## src/rtl/issue_stage.sv

```systemverilog
// Issue stage: takes the decode-queue head, blocks it on register hazards
// using a per-register pending scoreboard, picks operands from the register file
// or the writeback bypass, and holds the issued op in a single issue register
// that is handed to execute over a valid/ready handshake.
module issue_stage #(
  parameter int                    MICRO_W    = 8,
  parameter logic [MICRO_W-1:0]    MICRO_NOP  = {MICRO_W{1'b0}},
  parameter int                    REG_ADDR_W = 5,
  parameter logic [REG_ADDR_W-1:0] REG_NONE   = {REG_ADDR_W{1'b1}},
  parameter int                    IMM_W      = 64,
  parameter int                    BIT_MODE_W = 2,
  parameter int                    ADDR_W     = 64,
  parameter int                    DATA_W     = 64
) (
  input  logic                  clk,
  input  logic                  rst,
  input  logic [MICRO_W-1:0]    deq_opcode_head,
  input  logic [REG_ADDR_W-1:0] deq_reg_addr_d_head,
  input  logic [REG_ADDR_W-1:0] deq_reg_addr_s_head,
  input  logic [REG_ADDR_W-1:0] deq_reg_addr_t_head,
  input  logic [IMM_W-1:0]      deq_immediate_head,
  input  logic [BIT_MODE_W-1:0] deq_bit_mode_head,
  input  logic                  deq_efl_mode_head,
  input  logic [ADDR_W-1:0]     deq_pc_head,
  output logic                  stall,
  input  logic                  flush,
  output logic [REG_ADDR_W-1:0] rf_addr_s,
  output logic [REG_ADDR_W-1:0] rf_addr_t,
  input  logic [DATA_W-1:0]     rf_data_s,
  input  logic [DATA_W-1:0]     rf_data_t,
  input  logic                  wb_en,
  input  logic [REG_ADDR_W-1:0] wb_addr,
  input  logic [DATA_W-1:0]     wb_data,
  output logic                  iss_valid,
  input  logic                  exe_ready,
  output logic [MICRO_W-1:0]    iss_opcode,
  output logic [REG_ADDR_W-1:0] iss_reg_addr_d,
  output logic [IMM_W-1:0]      iss_immediate,
  output logic [BIT_MODE_W-1:0] iss_bit_mode,
  output logic                  iss_efl_mode,
  output logic [ADDR_W-1:0]     iss_pc,
  output logic [DATA_W-1:0]     iss_src_s,
  output logic [DATA_W-1:0]     iss_src_t
);

  localparam int NUM_REGS = 2 ** REG_ADDR_W;
  localparam logic [NUM_REGS-1:0] ONE_HOT0 = {{(NUM_REGS-1){1'b0}}, 1'b1};

  logic [NUM_REGS-1:0] pend_r;
  logic [NUM_REGS-1:0] pend_nxt_s;
  logic [NUM_REGS-1:0] clr_mask_s;
  logic [NUM_REGS-1:0] set_mask_s;
  logic                head_valid_s;
  logic                byp_s_s, byp_t_s, byp_d_s;
  logic                hazard_s;
  logic                out_busy_s;
  logic                fire_s;
  logic [DATA_W-1:0]   src_s_s, src_t_s;

  // A writeback to register x this cycle resolves a pending write on x.
  function automatic logic bypass_hit(input logic                  en,
                                      input logic [REG_ADDR_W-1:0] wa,
                                      input logic [REG_ADDR_W-1:0] x);
    return en & (wa == x) & (x != REG_NONE);
  endfunction

  // Register x blocks issue when it has an outstanding write not resolved now.
  function automatic logic hazard_on(input logic [NUM_REGS-1:0]   pend,
                                     input logic                  hit,
                                     input logic [REG_ADDR_W-1:0] x);
    return (x != REG_NONE) & pend[x] & ~hit;
  endfunction

  assign rf_addr_s = deq_reg_addr_s_head;
  assign rf_addr_t = deq_reg_addr_t_head;

  // Hazard detection, handshake decisions, operand bypass and next scoreboard.
  always_comb begin
    head_valid_s = (deq_opcode_head != MICRO_NOP);
    byp_s_s      = bypass_hit(wb_en, wb_addr, deq_reg_addr_s_head);
    byp_t_s      = bypass_hit(wb_en, wb_addr, deq_reg_addr_t_head);
    byp_d_s      = bypass_hit(wb_en, wb_addr, deq_reg_addr_d_head);
    hazard_s     = head_valid_s &
                   (hazard_on(pend_r, byp_s_s, deq_reg_addr_s_head) |
                    hazard_on(pend_r, byp_t_s, deq_reg_addr_t_head) |
                    hazard_on(pend_r, byp_d_s, deq_reg_addr_d_head));
    out_busy_s   = iss_valid & ~exe_ready;
    stall        = ~flush & head_valid_s & (hazard_s | out_busy_s);
    fire_s       = ~flush & head_valid_s & ~hazard_s & ~out_busy_s;
    src_s_s      = byp_s_s ? wb_data : rf_data_s;
    src_t_s      = byp_t_s ? wb_data : rf_data_t;
    // Clear first, then set, so a same-cycle set of the same register wins.
    clr_mask_s   = (wb_en && (wb_addr != REG_NONE)) ? (ONE_HOT0 << wb_addr)
                                                    : {NUM_REGS{1'b0}};
    set_mask_s   = (fire_s && (deq_reg_addr_d_head != REG_NONE))
                   ? (ONE_HOT0 << deq_reg_addr_d_head) : {NUM_REGS{1'b0}};
    pend_nxt_s   = (pend_r & ~clr_mask_s) | set_mask_s;
  end

  // Issue register and scoreboard update; flush empties both without writeback.
  always_ff @(posedge clk) begin
    if (rst) begin
      iss_valid      <= 1'b0;
      pend_r         <= {NUM_REGS{1'b0}};
      iss_opcode     <= {MICRO_W{1'b0}};
      iss_reg_addr_d <= {REG_ADDR_W{1'b0}};
      iss_immediate  <= {IMM_W{1'b0}};
      iss_bit_mode   <= {BIT_MODE_W{1'b0}};
      iss_efl_mode   <= 1'b0;
      iss_pc         <= {ADDR_W{1'b0}};
      iss_src_s      <= {DATA_W{1'b0}};
      iss_src_t      <= {DATA_W{1'b0}};
    end else if (flush) begin
      iss_valid <= 1'b0;
      pend_r    <= {NUM_REGS{1'b0}};
    end else begin
      pend_r <= pend_nxt_s;
      if (fire_s) begin
        iss_valid      <= 1'b1;
        iss_opcode     <= deq_opcode_head;
        iss_reg_addr_d <= deq_reg_addr_d_head;
        iss_immediate  <= deq_immediate_head;
        iss_bit_mode   <= deq_bit_mode_head;
        iss_efl_mode   <= deq_efl_mode_head;
        iss_pc         <= deq_pc_head;
        iss_src_s      <= src_s_s;
        iss_src_t      <= src_t_s;
      end else if (exe_ready) begin
        iss_valid <= 1'b0;
      end else begin
        iss_valid <= iss_valid;
      end
    end
  end

endmodule
```

## config.mk

```make
export PLATFORM = sky130hd
export DESIGN_NAME = issue_stage
export DESIGN_NICKNAME = d
export VERILOG_FILES = /design/src/rtl/issue_stage.sv
export SDC_FILE = /design/constraint.sdc
export NUM_CORES = 1
export LEC_CHECK = 0
export CAP_MARGIN = 10
export CELL_PAD_IN_SITES_DETAIL_PLACEMENT = 1
export CELL_PAD_IN_SITES_GLOBAL_PLACEMENT = 1
export CORE_AREA = 3 3 246 248
export CTS_CLUSTER_DIAMETER = 150
export DETAILED_ROUTE_END_ITERATION = 8
export DIE_AREA = 0 0 249 251
export PLACE_DENSITY = 0.74
export SYNTH_ARGS = -nofsm -noshare
export SYNTH_HDL_FRONTEND = slang
export SYNTH_SLANG_ARGS = --single-unit
```

## constraint.sdc

```tcl
create_clock -name clk -period 9.4 [get_ports clk]
set_input_delay 1.88 -clock clk [delete_from_list [all_inputs] [get_ports clk]]
set_output_delay 1.88 -clock clk [all_outputs]
set_load 0.02 [all_outputs]
```

# After elaboration in Yosys (flattened, before gate mapping)
# Index checks and enable logic that the tools add are counted.
dict set report op_classes {
  magnitude_cmp 3
  eq_ne 7
  shift 2
  mux 12
  bitwise 31
  reduce_logical 6
}
# cell n
set op_table {}
lappend op_table {{$mux 64} 2}
lappend op_table {{$mux 32} 2}
lappend op_table {{$shl 1x5->32 const A} 2}
lappend op_table {{$and 32x32->32} 1}
lappend op_table {{$not 32->32} 1}
lappend op_table {{$or 32x32->32} 1}
lappend op_table {{$ne 5x5->1 const B} 4}
lappend op_table {{$and 1x1->1} 18}
lappend op_table {{$lt 5x6->1 const B} 3}
lappend op_table {{$bmux 1 s5} 3}
lappend op_table {{$eq 5x5->1} 3}
lappend op_table {{$reduce_bool 8->1} 1}
lappend op_table {{$not 1->1} 7}
lappend op_table {{$mux 1} 5}
lappend op_table {{$or 1x1->1} 3}
lappend op_table {{$logic_and 1x1->1} 2}
lappend op_table {{$reduce_and 2->1} 1}
lappend op_table {{$reduce_bool 2->1} 1}
lappend op_table {{$reduce_or 2->1} 1}
dict set report totals {
  ff_bits 305
  input_bits 356
  output_inout_bits 284
  wordCells 71
}

# Longest topological paths before layout
# Gate-level depths: netlist of run 1.
dict set report logic_depth {
  word_depth 14
  mapped_depth 11
  depth_no_buf 6
}

# Worst setup path after synthesis of run 1
# OpenSTA, ideal clock, no wires.
dict set report synth_timing {
  path_type {input to output}
  from {input port deq_reg_addr_t_head[0]}
  to {output port stall}
  arrival_time_ns 4.127
  slack_ns 3.393
  cell_stages 8
  n_path_buf 3
  path_cell_list {buf_2 > mux4_2 > a22oi_1 > and3_1 > a2bb2oi_1 > clkbuf_1 > clkbuf_1 > a31oi_1}
}
dict set report synth_via {
  elab_chain_len 10
  elab_cells_between_ends 14
  classes_between {eq/ne: 2; mux: 2; bitwise: 10}
}
# item line_no
set synth_rtl {}
lappend synth_rtl {{from (decl)} 20} ;# input logic [REG_ADDR_W-1:0] deq_reg_addr_t_head,
lappend synth_rtl {{branches (longest 4 deep; another with $bmux 1 s5)} n/a}
lappend synth_rtl {{$and 1x1->1 (*)} 71} ;# return (x != REG_NONE) & pend[x] & ~hit;
lappend synth_rtl {{$or 1x1->1 (*)} 84} ;# (hazard_on(pend_r, byp_s_s, deq_reg_addr_s_head) |
lappend synth_rtl {{$or 1x1->1 (*)} 85} ;# hazard_on(pend_r, byp_t_s, deq_reg_addr_t_head) |
lappend synth_rtl {{$and 1x1->1 (*)} 83} ;# hazard_s = head_valid_s &
lappend synth_rtl {{$or 1x1->1 (*)} 88} ;# stall = ~flush & head_valid_s & (hazard_s | out_busy_s);
lappend synth_rtl {{$and 1x1->1 (*)} 88}
lappend synth_rtl {{to (decl)} 25} ;# output logic stall,
# Every way passes the cells marked *. The select of a mux whose other input is x is not followed.

# Final worst setup path of run 1
dict set report layout_timing {
  from {input port wb_addr[1]}
  to {output port stall}
}
dict set report layout_via {
  elab_chain_len 10
  elab_cells_between_ends 20
  classes_between {eq/ne: 3; bitwise: 17}
}
# item line_no
set layout_rtl {}
lappend layout_rtl {{from (decl)} 32} ;# input logic [REG_ADDR_W-1:0] wb_addr,
lappend layout_rtl {{$eq 5x5->1} 64} ;# return en & (wa == x) & (x != REG_NONE);
lappend layout_rtl {{$and 1x1->1 (2 in a row)} 64}
lappend layout_rtl {{$not 1->1} 71}
lappend layout_rtl {{$and 1x1->1} 71}
lappend layout_rtl {{$or 1x1->1} 84}
lappend layout_rtl {{$or 1x1->1 (*)} 85}
lappend layout_rtl {{$and 1x1->1 (*)} 83}
lappend layout_rtl {{$or 1x1->1 (*)} 88}
lappend layout_rtl {{$and 1x1->1 (*)} 88}
# Every way passes the cells marked *; elsewhere a longest branch is shown, timed or not.

==> impl_metrics.py, run 1 <==
metrics = {
    "sta": {
        "setup_viol": 0,
        "fin_setup_tns_ps": 0,
        "max_freq_mhz": 139.9,
        "finalMaxSlewViolations": 0,
        "fin_crit_ps": 7148,
        "fin_crit_sh_pct": 76.04,
        "hold_violations": 0,
        "tightest_slew_ps": 1272,
        "rsz0062_at_grt": "false",
        "finClkSkew_ps": 16.44,
        "fin_ws_ps": 2252,
        "maxSlewHeadroom_pct": 15.21,
    },
    "synth": {
        "synth.distinct_cells": 50,
        "syn_area_sq_um": 14640,
        "yosys.area.top_type_share_pct": 41.71,
        "synth_edf_count": 0,
        "seq_area_frac_synth_pct": 41.71,
        "postSynthNetCount": 1933,
        "synth_cells": 1577,
        "synthTopCellsByArea": "dfxtp_1 42%, mux2i_1 9.4%, o31ai_1 7.4%, a211oi_1 6.7%, nand4_1 6.3%",
        "ys_ff_latch": 305,
        "yosysTopAreaCell": "dfxtp_1",
        "synthArstFlopShare_pct": 0,
        "avgSynthCellArea_sq_um": 9.282,
        "yosys_warnings": 0,
        "synthFlopType": "dfxtp_1",
    },
    "floorplan": {
        "io-pin-count": 640,
        "core_area_sq_um": 58690,
        "dieArea_sq_um": 62500,
        "num_rows": 89,
        "start_util_pct": 24.94,
        "die_y_um": 251,
        "fp.dieW_um": 249,
    },
    "setup_path": {
        "critical_path_class": "in2out",
        "critPathMaxFanout": 22,
        "required_ps": 7520,
        "crit_buf_inv": 2,
        "cpPeakStageDelay_ps": 910,
        "slowest_stage": "clkdlybuf4s50_1",
        "start_kind": "input pin",
        "r2r_end": "iss_src_t[56]",
        "r2r_cells": 8,
        "timing.rr.start": "pend_r[30]",
        "path_delay_family": "buffers and inverters",
        "cp_common_cell": "clkdlybuf4s50_1",
        "worst_ep_arrival_time_ps": 5270,
        "end_kind": "output port",
        "r2r_setup_slack_ps": 5140,
        "cp_cell_sequence": "clkdlybuf4s50_1 > xnor2_1 > and2_1 > a211oi_1 > a2bb2oi_4 > a31oi_1 > clkdlybuf4s50_1",
    },
    "worst_hold_path": {
        "min_to": "iss_pc[10]",
        "hold_class": "reg2reg",
        "worstHoldStart": "iss_pc[10]",
        "hold_depth": 2,
    },
    "finish": {
        "syn_to_final_growth_pct": 54.29,
        "num-nets-final": 2398,
        "layout_commonest_cell": "clkdlybuf4s50_1",
        "nFillCells": 6534,
        "ff_latch_area_sq_um": 6106,
        "multi_input_area_sq_um": 7655,
        "mostFrequentLayoutCells": "638 x clkdlybuf4s50_1, 305 x dfxtp_1, 148 x nand4_1",
        "layout-drive-gt1-share_pct": 5.626,
    },
    "power_and_ir_drop": {
        "p_total_mw": 3.837,
        "p_leak_nw": 7.688,
        "powerDensity_nw_per_um2": 169.9,
        "ir_drop_uv": 113.2,
    },
    "cts": {
        "insertion_delay_ps": 550,
        "postCtsSetupBuffers": 0,
        "path_clk_slew_ps": 60,
        "cts_resized": 0,
        "cts-root-buf": "clkbuf_16",
        "ctsHoldBuffers": 0,
        "clockBufferDepth": 3,
        "htree_levels": 2,
        "cts_tree": "built",
        "cts_buffers": 38,
        "cts_sinks": 305,
    },
    "status": {
        "status": "completed",
    },
    "routing": {
        "routed_wl_mm": 74.87,
        "vias": 15940,
        "drt_iter0_drc": 949,
        "vias_per_cell": 5.604,
        "drt_pass1_iterations": 4,
        "ant_nets": 0,
        "drc": 0,
        "wl_per_cell_um": 26.32,
    },
    "place": {
        "dp_hpwl_mm": 50.97,
        "place_ws_ps": 2201,
        "gp_congestion": 0.8944,
        "numPortBuffers": 639,
    },
    "job": {
        "cap_violations": 0,
    },
    "grt": {
        "grt_max_degree": 174,
        "grt_antenna_before_repair": 16,
        "grt_usage_pct": 22.49,
        "grt_pass1_vias": 16360,
        "grt-ovfl-total": 0,
        "grt_first_pass_wirelength_mm": 109.8,
    },
}
cells by family (layout without fill, tap and decap cells):
group                  count (synthesis)  count (layout)  synth area share [%]
other                                  0              10                     0
buffers and inverters                234             719                 6.736
AND/OR/NAND/NOR                      239             239                 9.685
flip-flops                           305             305                 41.71
AO/OA/AOI/OAI                        626             626                 28.45
XOR/XNOR                              15              15                0.8975
multiplexers                         158             158                 12.52
report_power, final:
group / switching (mW) / leakage [nW] / internal (mW)
sequential: 0.0514 / 2.49 / 1.38
clock: 0.591 / 0.603 / 0.895
combinational: 0.515 / 4.59 / 0.402
total: 1.16 / 7.69 / 2.68
metrics by stage:
| step | util, % | instances | cell area [sq um] | hold WS (ps) |
|---|---|---|---|---|
| finish | 38.48 | 2845 | 22580 | 469.1 |
| global route | 38.48 | 2844 | 22580 | 487.0 |
| CTS | 38.44 | 2835 | 22560 | 471.0 |
| detailed placement | 36.35 | 2775 | 21330 | 463.2 |
| global placement | 36.35 | 2775 | 21330 | 454.3 |
| floorplan | - | 1577 | 14640 | 452.3 |
area by class of cell:
class,count,share of cell area (%)
Inverter,2,0.03324
Sequential cell,305,27.04
Antenna cell,10,0.1108
Tap cell,773,4.283
Clock buffer,50,4.676
Clock inverter,10,0.7479
Timing Repair Buffer,657,29.22
Multi-Input combinational cell,1038,33.89
metal layers:
| layer | GRT usage [%] | wire [um] |
|---|---|---|
| met1 | 28.43 | 30940 |
| met2 | 36.79 | 35430 |
| met3 | 6.476 | 6167 |
| met4 | 7.721 | 2292 |
| met5 | 0 | 37 |
worst register-to-register path, cell delays in order, from the launching register on:
cell and delay, ps:
dfxtp_1 380, mux4_2 490, a22oi_1 230, and3_1 320, a2bb2oi_4 220, buf_12 570
buf_4 1370, a31oi_1 230, a211oi_1 340
synth_stat cells (13+ instances only):
cell      instances
a211oi_1        130
a21oi_1         144
a31oi_1         130
buf_2            53
clkbuf_1        158
dfxtp_1         305
mux2i_1         137
mux4_2           20
nand2_1          22
nand4_1         148
o211ai_1         13
o21ai_0          19
o311ai_0         14
o31ai_1         145
flip-flops by register name, summed over array words and instances, names as in the netlist:
register	flops
iss_src_t	64
iss_bit_mode	2
iss_pc	64
pend_r	32
iss_valid	1
iss_src_s	64
iss_opcode	8
iss_reg_addr_d	5
iss_efl_mode	1
iss_immediate	64
worst max path at each step:
stage            end  cells past startpoint  slack (ps)                    from
3_5_place_dp   stall                      7        2200              wb_addr[1]
3_3_place_gp   stall                      7        2270  deq_reg_addr_s_head[1]
2_1_floorplan  stall                      8        3390  deq_reg_addr_t_head[0]
4_1_cts        stall                      7        2210              wb_addr[1]
6_report       stall                      7        2250              wb_addr[1]
5_1_grt        stall                      7        2030  deq_reg_addr_s_head[1]
Power figures use the tool's default switching activity.
==> inputs of run 2 (changes only) <==
==> constraint.sdc (replaced) <==
create_clock -name clk -period 7.4 [get_ports clk]
set_input_delay 1.48 -clock clk [delete_from_list [all_inputs] [get_ports clk]]
set_output_delay 1.48 -clock clk [all_outputs]
set_load 0.02 [all_outputs]
==> impl_metrics.py, run 2 (synthesis gave the netlist of run 1 again) <==
metrics = {
    "setup_path": {
        "critical_path_class": "in2out",
        "required_ps": 5920,
        "cp_common_cell": "clkdlybuf4s50_1",
        "end_kind": "output port",
        "cp_cell_sequence": "clkdlybuf4s50_1 > mux4_2 > o22ai_1 > o311ai_1 > o2111ai_4 > a31oi_1 > clkdlybuf4s50_1",
        "start_kind": "input pin",
        "r2r_setup_slack_ps": 3460,
        "r2r_end": "iss_src_t[56]",
        "cpPeakStageDelay_ps": 940,
        "slowest_stage": "clkdlybuf4s50_1",
        "crit_path_start": "deq_reg_addr_s_head[1]",
        "r2r_cells": 8,
        "worst_ep_arrival_time_ps": 4770,
        "timing.rr.start": "pend_r[28]",
        "crit_path_end": "stall",
        "critPathMaxFanout": 15,
    },
    "sta": {
        "max_freq_mhz": 160.0,
        "finalMaxSlewViolations": 0,
        "maxSlewHeadroom_pct": 20.59,
        "fin_ws_ps": 1149,
        "finClkSkew_ps": 12.67,
        "tightest_slew_ps": 1191,
        "fin_crit_ps": 6251,
        "setup_viol": 0,
        "rsz0062_at_grt": "false",
        "fin_crit_sh_pct": 84.47,
        "hold_ws_ps": 470.4,
        "fin_setup_tns_ps": 0,
        "hold_violations": 0,
    },
    "floorplan": {
        "start_util_pct": 24.94,
        "core_area_sq_um": 58690,
        "num_rows": 89,
        "io-pin-count": 640,
        "die_y_um": 251,
        "dieArea_sq_um": 62500,
        "fp.dieW_um": 249,
    },
    "cts": {
        "cts_resized": 0,
        "ctsHoldBuffers": 0,
        "htree_levels": 2,
        "path_clk_slew_ps": 60,
        "cts_tree": "built",
        "postCtsSetupBuffers": 0,
        "cts-root-buf": "clkbuf_16",
        "cts_sinks": 305,
        "clockBufferDepth": 3,
        "insertion_delay_ps": 540,
        "cts_buffers": 38,
    },
    "status": {
        "status": "completed",
    },
    "place": {
        "gp_congestion": 0.8767,
        "place_ws_ps": 1059,
        "dp_hpwl_mm": 51.27,
        "dp.cells": 2781,
        "numPortBuffers": 639,
    },
    "finish": {
        "layout-drive-gt1-share_pct": 6.069,
        "syn_to_final_growth_pct": 55.47,
        "num-nets-final": 2404,
        "layout_commonest_cell": "clkdlybuf4s50_1",
        "nFillCells": 6526,
        "stdcell_count": 2860,
        "finish.utilization_pct": 38.78,
        "mostFrequentLayoutCells": "638 x clkdlybuf4s50_1, 305 x dfxtp_1, 148 x nand4_1",
    },
    "routing": {
        "vias": 15970,
        "routed_wl_mm": 73.92,
        "ant_nets": 0,
        "wl_per_cell_um": 25.85,
        "vias_per_cell": 5.584,
        "drt_iter0_drc": 943,
        "drt_pass1_iterations": 5,
        "drc": 0,
    },
    "grt": {
        "grt_usage_pct": 22.28,
        "grt_first_pass_wirelength_mm": 109.4,
        "grt_antenna_before_repair": 12,
        "grt_max_degree": 189,
        "grt_pass1_vias": 16640,
        "grt-ovfl-total": 0,
    },
    "power_and_ir_drop": {
        "power.share.switching_pct": 29.87,
        "seqPwrFrac_pct": 36.9,
        "powerDensity_nw_per_um2": 217.1,
        "p_switching_mw": 1.476,
        "p_leak_nw": 7.770,
        "pwr-share-comb_pct": 23.7,
        "p_clk_share_pct": 39.5,
        "ir_drop_uv": 129.3,
        "internal_power_mw": 3.465,
    },
    "worst_hold_path": {
        "hold_class": "reg2reg",
        "hold_depth": 2,
    },
    "job": {
        "cap_violations": 0,
    },
}
-- run 2: changes by cell type in the layout (fill, tap and decap cells not counted), sizes merged --
cell / delta
clkbuf: +9
inv: -2
clkinvlp: +1
bufinv: -1
clkinv: +1
diode: +1
buf: +6
-- run 2: worst min-delay path by stage --
stage	start	slack, ps	end
6_report	iss_immediate[35]	470	iss_immediate[35]
3_5_place_dp	iss_immediate[35]	460	iss_immediate[35]
4_1_cts	iss_immediate[35]	470	iss_immediate[35]
2_1_floorplan	pend_r[28]	450	pend_r[28]
3_3_place_gp	iss_immediate[62]	450	iss_immediate[62]
5_1_grt	iss_immediate[35]	490	iss_immediate[35]
-- run 2: metal layers --
metal | global-route usage, % | share of wire, % | vias up
met2 | 37.82 | 48 | 649
li1 | - | - | 7194
met3 | 6.714 | 8.4 | 100
met5 | 0 | 0.018 | -
met4 | 6.987 | 2.9 | 2
met1 | 27.11 | 41 | 8026
-- run 2: worst max-delay path: cells and delay by family --
family,cells,cell delay (ps)
compound gates,4,1240
buf+inv,2,1680
mux,1,360
-- run 2: per-stage QoR --
stage          cell area (sq um)  power, mW
2_1_floorplan              14640      2.409
3_3_place_gp               21420      2.997
3_5_place_dp               21430      3.018
4_1_cts                    22730      4.999
5_1_grt                    22750      5.148
6_report                   22760      4.940
-- run 2: power by group through the flow --
| stage | Clock (mW) | Combinational, mW | Sequential, mW |
|---|---|---|---|
| finish | 1.95 | 1.17 | 1.82 |
| global route | 2.08 | 1.24 | 1.83 |
| CTS | 2.01 | 1.17 | 1.82 |
| detailed placement | 0 | 1.16 | 1.85 |
| global placement | 0 | 1.15 | 1.85 |
| floorplan | 0 | 0.429 | 1.98 |
-- run 2: cell type report --
class                      instances  area, sq um  area share [%]
timing repair buffer             663         6698           29.43
clock inverter                     9        122.6          0.5388
inverter                           2        7.507         0.03299
sequential                       305         6106           26.83
multi-input combinational       1038         7655           33.64
antenna                           11        27.53          0.1210
tap                              773        967.2           4.250
clock buffer                      59         1174           5.157
==> inputs of run 3 (changes only) <==
--- a/config.mk
+++ b/config.mk
@@ -8,11 +8,11 @@
 export CAP_MARGIN = 10
 export CELL_PAD_IN_SITES_DETAIL_PLACEMENT = 1
 export CELL_PAD_IN_SITES_GLOBAL_PLACEMENT = 1
-export CORE_AREA = 3 3 246 248
+export CORE_AREA = 3 3 247 249
 export CTS_CLUSTER_DIAMETER = 150
 export DETAILED_ROUTE_END_ITERATION = 8
-export DIE_AREA = 0 0 249 251
-export PLACE_DENSITY = 0.74
+export DIE_AREA = 0 0 250 252
+export PLACE_DENSITY = 0.77
 export SYNTH_ARGS = -nofsm -noshare
 export SYNTH_HDL_FRONTEND = slang
 export SYNTH_SLANG_ARGS = --single-unit
==> constraint.sdc (replaced) <==
create_clock -name clk -period 5.3 [get_ports clk]
set_input_delay 1.06 -clock clk [delete_from_list [all_inputs] [get_ports clk]]
set_output_delay 1.06 -clock clk [all_outputs]
set_load 0.02 [all_outputs]
==> impl_metrics.py, run 3 (synthesis gave the netlist of run 1 again) <==
metrics = {
    "routing": {
        "drc": 0,
        "vias_per_cell": 5.597,
        "vias": 16080,
        "wl_per_cell_um": 25.87,
        "routed_wl_mm": 74.33,
        "drt_pass1_iterations": 5,
        "drt_iter0_drc": 1029,
        "ant_nets": 0,
    },
    "setup_path": {
        "critical_path_class": "in2out",
        "start_kind": "input pin",
        "required_ps": 4240,
        "cp_cell_sequence": "clkdlybuf4s50_1 > mux4_2 > o22ai_1 > o311ai_1 > o2111ai_4 > a31oi_1 > buf_4",
        "end_kind": "output port",
        "cpPeakStageDelay_ps": 850,
        "slowest_stage": "clkdlybuf4s50_1",
        "r2r_setup_slack_ps": 2120,
        "critPathMaxFanout": 12,
        "r2r_cells": 7,
        "worst_ep_arrival_time_ps": 3950,
    },
    "finish": {
        "mostFrequentLayoutCells": "637 x clkdlybuf4s50_1, 305 x dfxtp_1, 148 x nand4_1",
        "syn_to_final_growth_pct": 56.95,
        "layout-drive-gt1-share_pct": 6.986,
        "layout_commonest_cell": "clkdlybuf4s50_1",
        "finish.utilization_pct": 39.00,
        "num-nets-final": 2421,
        "fin_area_sq_um": 22970,
        "stdcell_count": 2873,
    },
    "cts": {
        "cts_tree": "built",
        "cts-root-buf": "clkbuf_16",
        "postCtsSetupBuffers": 0,
        "ctsHoldBuffers": 0,
        "path_clk_slew_ps": 60,
        "cts_resized": 0,
        "htree_levels": 2,
        "clockBufferDepth": 3,
        "cts_sinks": 305,
        "insertion_delay_ps": 550,
        "cts_buffers": 38,
    },
    "grt": {
        "grt_antenna_before_repair": 20,
        "grt_max_degree": 158,
        "grt_usage_pct": 22.14,
        "grt-ovfl-total": 0,
        "grt_first_pass_wirelength_mm": 109.2,
        "grt_pass1_vias": 16880,
    },
    "power_and_ir_drop": {
        "p_clk_share_pct": 39.5,
        "seqPwrFrac_pct": 36.6,
        "power.share.switching_pct": 30.22,
        "p_switching_mw": 2.101,
        "p_total_mw": 6.952,
        "p_leak_nw": 7.886,
        "ir_drop_uv": 212.8,
        "internal_power_mw": 4.851,
        "powerDensity_nw_per_um2": 302.6,
        "pwr-share-comb_pct": 23.9,
    },
    "worst_hold_path": {
        "hold_class": "reg2reg",
        "hold_depth": 2,
    },
    "sta": {
        "fin_crit_ps": 5012,
        "rsz0062_at_grt": "false",
        "finClkSkew_ps": 13.98,
        "setup_viol": 0,
        "hold_ws_ps": 470.1,
        "tightest_slew_ps": 889.7,
        "hold_violations": 0,
        "finalMaxSlewViolations": 0,
        "maxSlewHeadroom_pct": 40.69,
        "fin_setup_tns_ps": 0,
        "fin_crit_sh_pct": 94.56,
        "max_freq_mhz": 199.5,
        "fin_ws_ps": 288.2,
    },
    "floorplan": {
        "start_util_pct": 24.85,
        "io-pin-count": 640,
        "core_area_sq_um": 58910,
        "num_rows": 89,
        "dieArea_sq_um": 63000,
        "die_y_um": 252,
        "fp.dieW_um": 250,
    },
    "place": {
        "numPortBuffers": 639,
        "place_area_sq_um": 21650,
        "dp.cells": 2798,
        "dp_hpwl_mm": 51.68,
        "gp_congestion": 0.9166,
        "place_ws_ps": 327.5,
    },
    "job": {
        "cap_violations": 0,
    },
    "status": {
        "status": "completed",
    },
}
[run 3: changes by cell type in the layout (fill, tap and decap cells not counted)]
cell,delta
diode_2,-1
buf_6,-1
buf_12,+8
inv_6,+1
clkdlybuf4s50_1,-1
clkbuf_1,-5
buf_4,+11
clkinv_4,+1
[run 3: power groups by stage]
stage	sequential (mW)	combinational, mW	clock [mW]
final	2.54	1.66	2.74
after global placement	2.58	1.62	0
after detailed placement	2.59	1.65	0
after global routing	2.56	1.76	2.90
after floorplan	2.76	0.599	0
after CTS	2.54	1.66	2.81
[run 3: area by class of cell]
type | count | area (sq um)
Antenna cell | 10 | 25.02
Clock buffer | 54 | 1155
Clock inverter | 11 | 140.1
Fill cell | 6582 | 35930
Inverter | 2 | 7.507
Multi-Input combinational cell | 1038 | 7655
Sequential cell | 305 | 6106
Tap cell | 773 | 967.2
Timing Repair Buffer | 680 | 6919
[run 3: metal layers]
metal | wire, um | global-route usage, %
met1 | 28960 | 26.18
met4 | 2910 | 9.115
met5 | 67 | 0
met2 | 35000 | 36.19
met3 | 7380 | 8.370
[run 3: final timing paths]
kind / from / end
max: deq_reg_addr_s_head[3] / stall
max reg2reg: pend_r[15] / pend_r[20]
min reg2reg: iss_reg_addr_d[4] / iss_reg_addr_d[4]
min: iss_reg_addr_d[4] / iss_reg_addr_d[4]
[run 3: critical path, delay by kind of cell]
family	cells	cell delay, ps
mux	1	350
compound gates	4	1440
buf+inv	2	1080
